**config.mk**
```make
export PLATFORM = sky130hd
export DESIGN_NAME = g_3rr_arb
export DESIGN_NICKNAME = d
export VERILOG_FILES = /design/src/rtl/g_3rr_arb.sv
export SDC_FILE = /design/constraint.sdc
export NUM_CORES = 1
export LEC_CHECK = 0
export ABC_AREA = 1
export CORE_MARGIN = 10
export CORE_UTILIZATION = 40
export CTS_BUF_LIST = sky130_fd_sc_hd__clkbuf_8
export DETAILED_ROUTE_END_ITERATION = 12
export PLACE_DENSITY = 0.63
export SETUP_SLACK_MARGIN = 0.15
export SYNTH_ARGS = -nofsm -noshare
export SYNTH_HDL_FRONTEND = slang
export SYNTH_SLANG_ARGS = --single-unit
```
**constraint.sdc**
```tcl
create_clock -name CK -period 4.73 [get_ports CK]
set_input_delay 0.946 -clock CK [delete_from_list [all_inputs] [get_ports CK]]
set_output_delay 0.946 -clock CK [all_outputs]
set_load 0.05 [all_outputs]
```
**src/rtl/g_3rr_arb.sv**
```systemverilog
// Three-requester round-robin arbiter with registered one-hot grants and a combined busy line.
// Optional build macro G_3RR_ARB_PARK_EN keeps the last grant parked while idle.
module g_3rr_arb #(
   parameter int HOLD_MAX = 4
) (
   input  logic       CK,
   input  logic       RN,
   input  logic       CE,
   input  logic       RA,
   input  logic       RB,
   input  logic       RC,
   output logic       GA,
   output logic       GB,
   output logic       GC,
   output logic       Y,
   output logic [1:0] dbg_state
);

   // Handshake: RA/RB/RC are level requests sampled at CK when CE=1; a grant
   // stays asserted each cycle the requester owns the resource.
   localparam int CW = (HOLD_MAX < 1) ? 1 : $clog2(HOLD_MAX + 1);
   localparam logic [CW-1:0] HOLD_C = CW'(HOLD_MAX);
   localparam logic [CW-1:0] CNT_ONE = CW'(1);

   localparam logic [1:0] IDLE  = 2'd0;
   localparam logic [1:0] GNT_A = 2'd1;
   localparam logic [1:0] GNT_B = 2'd2;
   localparam logic [1:0] GNT_C = 2'd3;

   // LAST is held as an index: 0=A, 1=B, 2=C.
   logic [1:0]    state, state_n;
   logic [1:0]    last, last_n;
   logic [CW-1:0] cnt, cnt_n;
   logic [2:0]    g, g_n;
   logic          y_q;
   logic [2:0]    req;
   logic [1:0]    cur;
   logic [2:0]    others;
   logic [1:0]    pick_all;
   logic [1:0]    pick_oth;
   logic          parked;

   function automatic logic [2:0] idx2oh(input logic [1:0] i);
      case (i)
         2'd0:    idx2oh = 3'b001;
         2'd1:    idx2oh = 3'b010;
         2'd2:    idx2oh = 3'b100;
         default: idx2oh = 3'b000;
      endcase
   endfunction

   // First requester after 'after' in A->B->C->A order; only meaningful if |r.
   function automatic logic [1:0] rr_pick(input logic [2:0] r, input logic [1:0] after);
      logic [1:0] o0, o1, o2;
      case (after)
         2'd0:    begin o0 = 2'd1; o1 = 2'd2; o2 = 2'd0; end
         2'd1:    begin o0 = 2'd2; o1 = 2'd0; o2 = 2'd1; end
         default: begin o0 = 2'd0; o1 = 2'd1; o2 = 2'd2; end
      endcase
      if (r[o0])      rr_pick = o0;
      else if (r[o1]) rr_pick = o1;
      else            rr_pick = o2;
   endfunction

   assign req      = {RC, RB, RA};
   assign cur      = state - 2'd1;
   assign others   = req & ~idx2oh(cur);
   assign pick_all = rr_pick(req, last);
   assign pick_oth = rr_pick(others, cur);
   assign parked   = |g;

   always_comb begin
      state_n = state;
      last_n  = last;
      cnt_n   = cnt;
      if (state == IDLE) begin
`ifdef G_3RR_ARB_PARK_EN
         if (parked && req[last]) begin
            state_n = last + 2'd1;
            cnt_n   = CNT_ONE;
         end else if (|req) begin
            state_n = pick_all + 2'd1;
            last_n  = pick_all;
            cnt_n   = CNT_ONE;
         end
`else
         if (|req) begin
            state_n = pick_all + 2'd1;
            last_n  = pick_all;
            cnt_n   = CNT_ONE;
         end
`endif
      end else if (req[cur]) begin
         if (|others) begin
            if (HOLD_MAX != 0 && cnt == HOLD_C) begin
               state_n = pick_oth + 2'd1;
               last_n  = pick_oth;
               cnt_n   = CNT_ONE;
            end else if (HOLD_MAX != 0) begin
               cnt_n = cnt + CNT_ONE;
            end
         end else if (HOLD_MAX != 0 && cnt != HOLD_C) begin
            cnt_n = cnt + CNT_ONE;
         end
      end else if (|others) begin
         state_n = pick_oth + 2'd1;
         last_n  = pick_oth;
         cnt_n   = CNT_ONE;
      end else begin
         state_n = IDLE;
         cnt_n   = '0;
      end
   end

   always_comb begin
      g_n = 3'b000;
      if (state_n != IDLE) begin
         g_n = idx2oh(state_n - 2'd1);
      end else begin
`ifdef G_3RR_ARB_PARK_EN
         g_n = g;
`else
         g_n = 3'b000;
`endif
      end
   end

   always_ff @(posedge CK or negedge RN) begin
      if (!RN) begin
         state <= IDLE;
         last  <= 2'd2;
         cnt   <= '0;
         g     <= 3'b000;
         y_q   <= 1'b0;
      end else if (CE) begin
         state <= state_n;
         last  <= last_n;
         cnt   <= cnt_n;
         g     <= g_n;
         y_q   <= |g_n;
      end
   end

   assign GA        = g[0];
   assign GB        = g[1];
   assign GC        = g[2];
   assign Y         = y_q;
   assign dbg_state = state;

endmodule

```
==> summary.md <==
| Metric | Value |
|---|---|
| Outcome | `finished, final reports clean` |
| Main flop type after synthesis | `dfrtp_1` |
| Min-Delay Path Depth | `2` |
| Fmax | `402 MHz` |
| Die footprint | `0.00495 mm²` |
| Root Driver | `clkbuf_8` |
| DR vias | `1019` |
| # diodes | `0` |
| Max-slew violation count | `0` |
| Share of cells above drive strength 1 | `0.183` |
| Die Span X | `70.3 µm` |
| Clock Tree Buf Depth | `2` |
| Crit path max fanout | `6` |
| # setup viols final | `0` |
| Number of flops mapped to enable cells by yosys | `0` |
| CTS buffer count | `3` |
| Io pins | `12` |
| Hold crit path type | `reg2reg` |
| Post-Synthesis Net Count | `168` |
| Router iterations before antenna repair | `4` |
| Least-Margin Pin Slew | `0.507 ns` |
| Yosys warnings | `0` |
| Slowest stage cell, crit path | `clkdlybuf4s50_1` |
| Mean Syn Cell Area | `6.54 µm²` |
| Async SR Flop Fraction | `1.00` |
| Layout Nets | `183` |
| Yosys reg bits | `11` |
| Worst Setup End Kind | `flop` |
| Drc violations | `0` |
| CP cell instances | `clkdlybuf4s50_1, nand2_1, o21ai_0, nand2_1, nand2_2, nand2_2, nand2_1, nand3_1, nand2_1, nand2_2, nand2_2, o21ai_2` |
| Synth unique cells | `24` |
| Worst hold slack | `0.484 ns` |
| Crit Path Category | `in2reg` |
| Final Hold Fails | `0` |
| Post-CTS setup buffer count | `0` |
| Clk sinks | `11` |
| Commonest non-fill, non-tap cell in the layout | `nand2_1` |
| Max cap viols | `0` |
| Congestion Overflow GR | `0` |
| GP Congestion | `0.815` |
| Vias/cell | `5.12` |
| Dpl ws | `2.04 ns` |
| Port Buffer Count | `11` |
| Antenna viol nets, final | `0` |
| Largest net degree at the start of global routing | `12` |
| Routed Wire Length | `2.35 mm` |
| Cts hold-fix bufs | `0` |
| Total Routing Usage GR | `0.0990` |
| First-pass GRT wire length | `4.26 mm` |
| Worst-path clk slew | `0.05 ns` |
| Tmin final | `2.48 ns` |
| Cell row count | `18` |
| Cell area after synthesis | `0.00101 mm²` |
| Period Utilization, post-route | `0.525` |
| Type of origin of the critical path | `input pin` |
| Critical path required time | `4.84 ns` |
| Sequential fraction of the synthesis area | `0.273` |
| Synth-to-Final Area Change | `17.9%` |
| Dpl hpwl | `1.87 mm` |
| WP data arrival | `2.60 ns` |
| Drt initial violations | `26` |
| Vias in the first global route | `1006` |
| # H-tree levels | `1` |
| Final worst slack | `2.25 ns` |
| DIE HEIGHT | `70.3 µm` |
| Initial antenna violation count | `0` |
| Worst-Skew Late Latency | `0.23 ns` |
| Commonest cells after routing, fill and taps aside | `nand2_1 (45), inv_1 (19), nand2_2 (12)` |
| Worst stage delay on the critical path | `0.61 ns` |
| Final setup TNS | `0 ns` |
| Synthesized instance count | `155` |
| Rel. slew slack | `0.661` |
| Worst reg-to-reg path cell count | `13` |
| RSZ-0062 raised after global routing | `no` |
| Post-cts sizing count | `0` |
| Average routed wire per standard cell | `11.8 µm` |
| Core box area | `0.00245 mm²` |
| CTS tree | `built` |
| Final Skew | `0.000462 ns` |
| Initial core utilization | `0.413` |
-- kinds of logic (layout without fill, tap and decap cells) --
logic type / count (synthesis) / in the layout / share of synthesized area
compound gates: 26 / 26 / 0.149
simple gates: 85 / 85 / 0.388
flops: 11 / 11 / 0.273
buf+inv: 26 / 40 / 0.104
fa+ha+maj: 7 / 7 / 0.0864
-- cells in the mapped netlist (2+ instances only) --
cell type | n | share of area
a21oi_1 | 10 | 0.049
inv_1 | 18 | 0.067
o21ai_1 | 3 | 0.015
nand3_2 | 2 | 0.020
nor2_1 | 9 | 0.033
nand2_2 | 12 | 0.074
nand3_1 | 9 | 0.044
nor3_1 | 3 | 0.015
inv_2 | 6 | 0.022
dfrtp_1 | 10 | 0.25
nand2_1 | 45 | 0.17
o21ai_0 | 6 | 0.030
ha_1 | 7 | 0.086
nor2_2 | 2 | 0.012
a21oi_2 | 2 | 0.017
a31oi_1 | 2 | 0.012
nand4_1 | 2 | 0.012
-- final timing paths --
| check | start | end | slack, ns |
|---|---|---|---|
| worst max-delay path | RC | dbg_state[1]$_DFFE_PN0P_ | 2.25 |
| worst min-delay path | g[2]$_DFFE_PN0P_ | g[2]$_DFFE_PN0P_ | 0.48 |
| worst max register to register | dbg_state[1]$_DFFE_PN0P_ | dbg_state[1]$_DFFE_PN0P_ | 2.69 |
| worst min register to register | g[2]$_DFFE_PN0P_ | g[2]$_DFFE_PN0P_ | 0.48 |
| max in group asynchronous | RN | last[1]$_DFFE_PN1P_ | 3.33 |
| min in group asynchronous | RN | cnt[1]$_DFFE_PN0P_ | 1.05 |
-- final cells by class --
class / count / area (µm²)
clock buffer: 3 / 41.3
clock inverter: 1 / 3.75
fill: 250 / 1260
inverter: 25 / 93.8
multi-input combinational: 118 / 632
sequential: 11 / 277
tap: 30 / 37.5
timing repair buffer: 11 / 110
-- state kept, by name (all words and copies together), names as in the netlist --
signal     flops
cnt            3
g              3
Y              1
last           2
dbg_state      2
-- critical path: cells and delay by family --
family,cells,cell delay (ns)
compound gates,2,0.24
buf+inv,1,0.61
simple gates,9,0.80
-- layer usage --
layer  up-vias  global-route usage  share of wire
met5         -                   0              0
met4         0              0.0175         0.0026
met3         2              0.0438          0.063
met2        22               0.168           0.49
met1       470               0.112           0.44
li1        525                   -              -
-- metrics by stage --
| step | util | instance area (µm²) | cells |
|---|---|---|---|
| after floorplan | - | 1010 | 155 |
| after global placement | 0.468 | 1150 | 195 |
| after detailed placement | 0.468 | 1150 | 195 |
| after CTS | 0.487 | 1190 | 199 |
| after global routing | 0.487 | 1190 | 199 |
| final | 0.487 | 1190 | 199 |
Power is not shown: default switching activity piles up to over one toggle a cycle in this logic, so the estimate is an artifact.
==> RTL edit, RTL diff (same settings) <==
Add a define of `G_3RR_ARB_PARK_EN`.
--- a/src/rtl/g_3rr_arb.sv
+++ b/src/rtl/g_3rr_arb.sv
@@ -2,2 +2,4 @@
 // Optional build macro G_3RR_ARB_PARK_EN keeps the last grant parked while idle.
+`define G_3RR_ARB_PARK_EN
+
 module g_3rr_arb #(
Check against the original RTL: not equivalent (Yosys sat finds a counterexample within 4 cycles, from zero or initial values).
==> RTL edit against the original RTL <==
  * Cell area grew 6.8%
  * Area after synthesis grew 7.8%
  * Register-to-register slack lost 300 ps
  * Clock skew grew 4.3 ps
  * Final cell count grew 8.5%
  * Sequential cell count is the same
  * Non-clock buffer count is the same
  * Wire length grew 9.6%
  * Worst setup slack lost 120 ps
Power is not shown: default switching activity piles up to over one toggle a cycle in this logic, so the estimate is an artifact.
==> RTL edit: results (changes against the original RTL) <==
Critical path
  – R2R depth: 14 (was 13)
  – CP Max Fanout: 9 (was 6)
  – Slowest cell delay on critical path: 870 ps (was 610 ps)
  – Worst-case register-to-register setup slack: 2390 ps (was 2690 ps)
  – Crit path max-delay cell type: clkdlybuf4s50_1 (unchanged)
  – Crit-path leading delay family: buffers and inverters (was simple AND/OR/NAND/NOR gates)
  – Worst reg2reg path endpoint: g[2]$_DFFE_PN0P_ (was dbg_state[1]$_DFFE_PN0P_)
  – Reg2Reg Launch Point: dbg_state[0]$_DFFE_PN0P_ (was dbg_state[1]$_DFFE_PN0P_)
  – CP arrival: 1660 ps (was 2600 ps)

Final layout
  – NumNets Final: 202 (was 183)
  – Share of cells above drive strength 1: 0.108 (was 0.183)
  – N_diodes: 0 (unchanged)
  – Biggest regs: cnt (3), g (3) (unchanged)

Clocking
  – Clock latency on the worst-skew pair: 240 ps
  – CTS H-tree lvls: 1 (unchanged)
  – Clock Pin Slew Worst Setup and Hold Paths: 50 ps (about the same)
  – Root buffer cell: clkbuf_8 (unchanged)
  – Setup Buffers After CTS: 0 (unchanged)
  – CTS buffer count: 3 (unchanged)
  – Post-CTS Resized: 0 (unchanged)
  – Max clock buf depth: 2 (unchanged)

STA
  – Slew headroom: 0.661 (about the same)
  – Worst Skew: 4.78 ps (was 0.462 ps)

Routing
  – Via count: 1105 (was 1019)
  – Initial DRC count: 65 (was 26)
  – TritonRoute pass-1 iters: 4 (unchanged)
  – Total wire length: 2570 um (was 2350 um)

Synth
  – Most frequently used flop master after synthesis: dfrtp_1 (unchanged)
  – Commonest cells in the netlist: nand2_1 (59), inv_1 (25), nand3_1 (18) (was nand2_1 (45), inv_1 (18), nand2_2 (12))
  – Synth cell types: 25 (was 24)
  – Synthesized Nets: 188 (was 168)
  – Post-synth ARST share: 1.00 (unchanged)
  – Sequential area share after synthesis: 0.253 (was 0.273)
  – Synth warnings: 0 (unchanged)
  – Synth top area cells: dfrtp_1 (23%), nand2_1 (20%), ha_1 (10%) (was dfrtp_1 (25%), nand2_1 (17%), ha_1 (8.6%))

Place
  – Area after DPL: 1230 um2 (was 1150 um2)
  – Gpl congestion: 0.807 (was 0.815)
  – Post-Place Worst Slack: 1890 ps (was 2040 ps)
  – IO Port Bufs: 11 (unchanged)
  – Dpl hpwl: 2100 um (was 1870 um)

Min path
  – Hold path endpoint: Y$_DFFE_PN0P_ (was g[2]$_DFFE_PN0P_)
  – Critical hold path startpoint: Y$_DFFE_PN0P_ (was g[2]$_DFFE_PN0P_)
  – Worst hold path depth: 2 (unchanged)
  – Min-delay worst type: reg2reg (unchanged)

Global route
  – First-pass GRT wire length: 4520 um (was 4260 um)
  – Vias in the first global route: 1013 (was 1006)
  – Largest net degree at the start of global routing: 12 (unchanged)
  – Initial antenna violation count: 0 (unchanged)
  – GR Util All Layers: 0.106 (was 0.0990)

Outcome
  – Run status: finished, final reports clean (unchanged)
==> RTL edit: routing by layer <==
metal	part of all wire	track usage	vias up	routed length [um]
met5	0	0	-	0
met4	0.020	0.0430	0	51
met3	0.050	0.0354	6	129
met2	0.45	0.169	21	1160
met1	0.48	0.126	496	1230
li1	-	-	582	-
==> RTL edit: how the worst max path moves through the flow <==
| stage | from | endpoint | slack [ps] | cells after the start |
|---|---|---|---|---|
| 2_1_floorplan | dbg_state[0]$_DFFE_PN0P_ | g[2]$_DFFE_PN0P_ | 2480 | 14 |
| 3_3_place_gp | RB | g[2]$_DFFE_PN0P_ | 1950 | 14 |
| 3_5_place_dp | RC | g[2]$_DFFE_PN0P_ | 1890 | 12 |
| 4_1_cts | dbg_state[0]$_DFFE_PN0P_ | dbg_state[0] | 2110 | 1 |
| 5_1_grt | RB | g[2]$_DFFE_PN0P_ | 1930 | 14 |
| 6_report | dbg_state[0]$_DFFE_PN0P_ | dbg_state[0] | 2130 | 1 |
==> RTL edit: final cells by class <==
type | count | area (um2)
Fill cell | 245 | 1270
Clock buffer | 3 | 41.3
Clock inverter | 1 | 5.00
Tap cell | 30 | 37.5
Timing Repair Buffer | 11 | 110
Sequential cell | 11 | 277
Inverter | 29 | 109
Multi-Input combinational cell | 131 | 697
==> RTL edit: cells by family (layout without fill, tap and decap cells) <==
logic type      Yosys count  count (layout)  synth area share
xor+xnor                  1               1           0.00802
fa+ha+maj                 9               9             0.103
flops                    11              11             0.253
simple gates             96              96             0.387
compound gates           25              25             0.140
buf+inv                  31              44             0.109
==> RTL edit: metrics by stage <==
stage	util	cells	hold WS, ps
finish	0.501	216	497
detailed placement	0.483	212	493
CTS	0.501	216	503
floorplan	-	173	537
global route	0.501	216	525
global placement	0.483	212	485
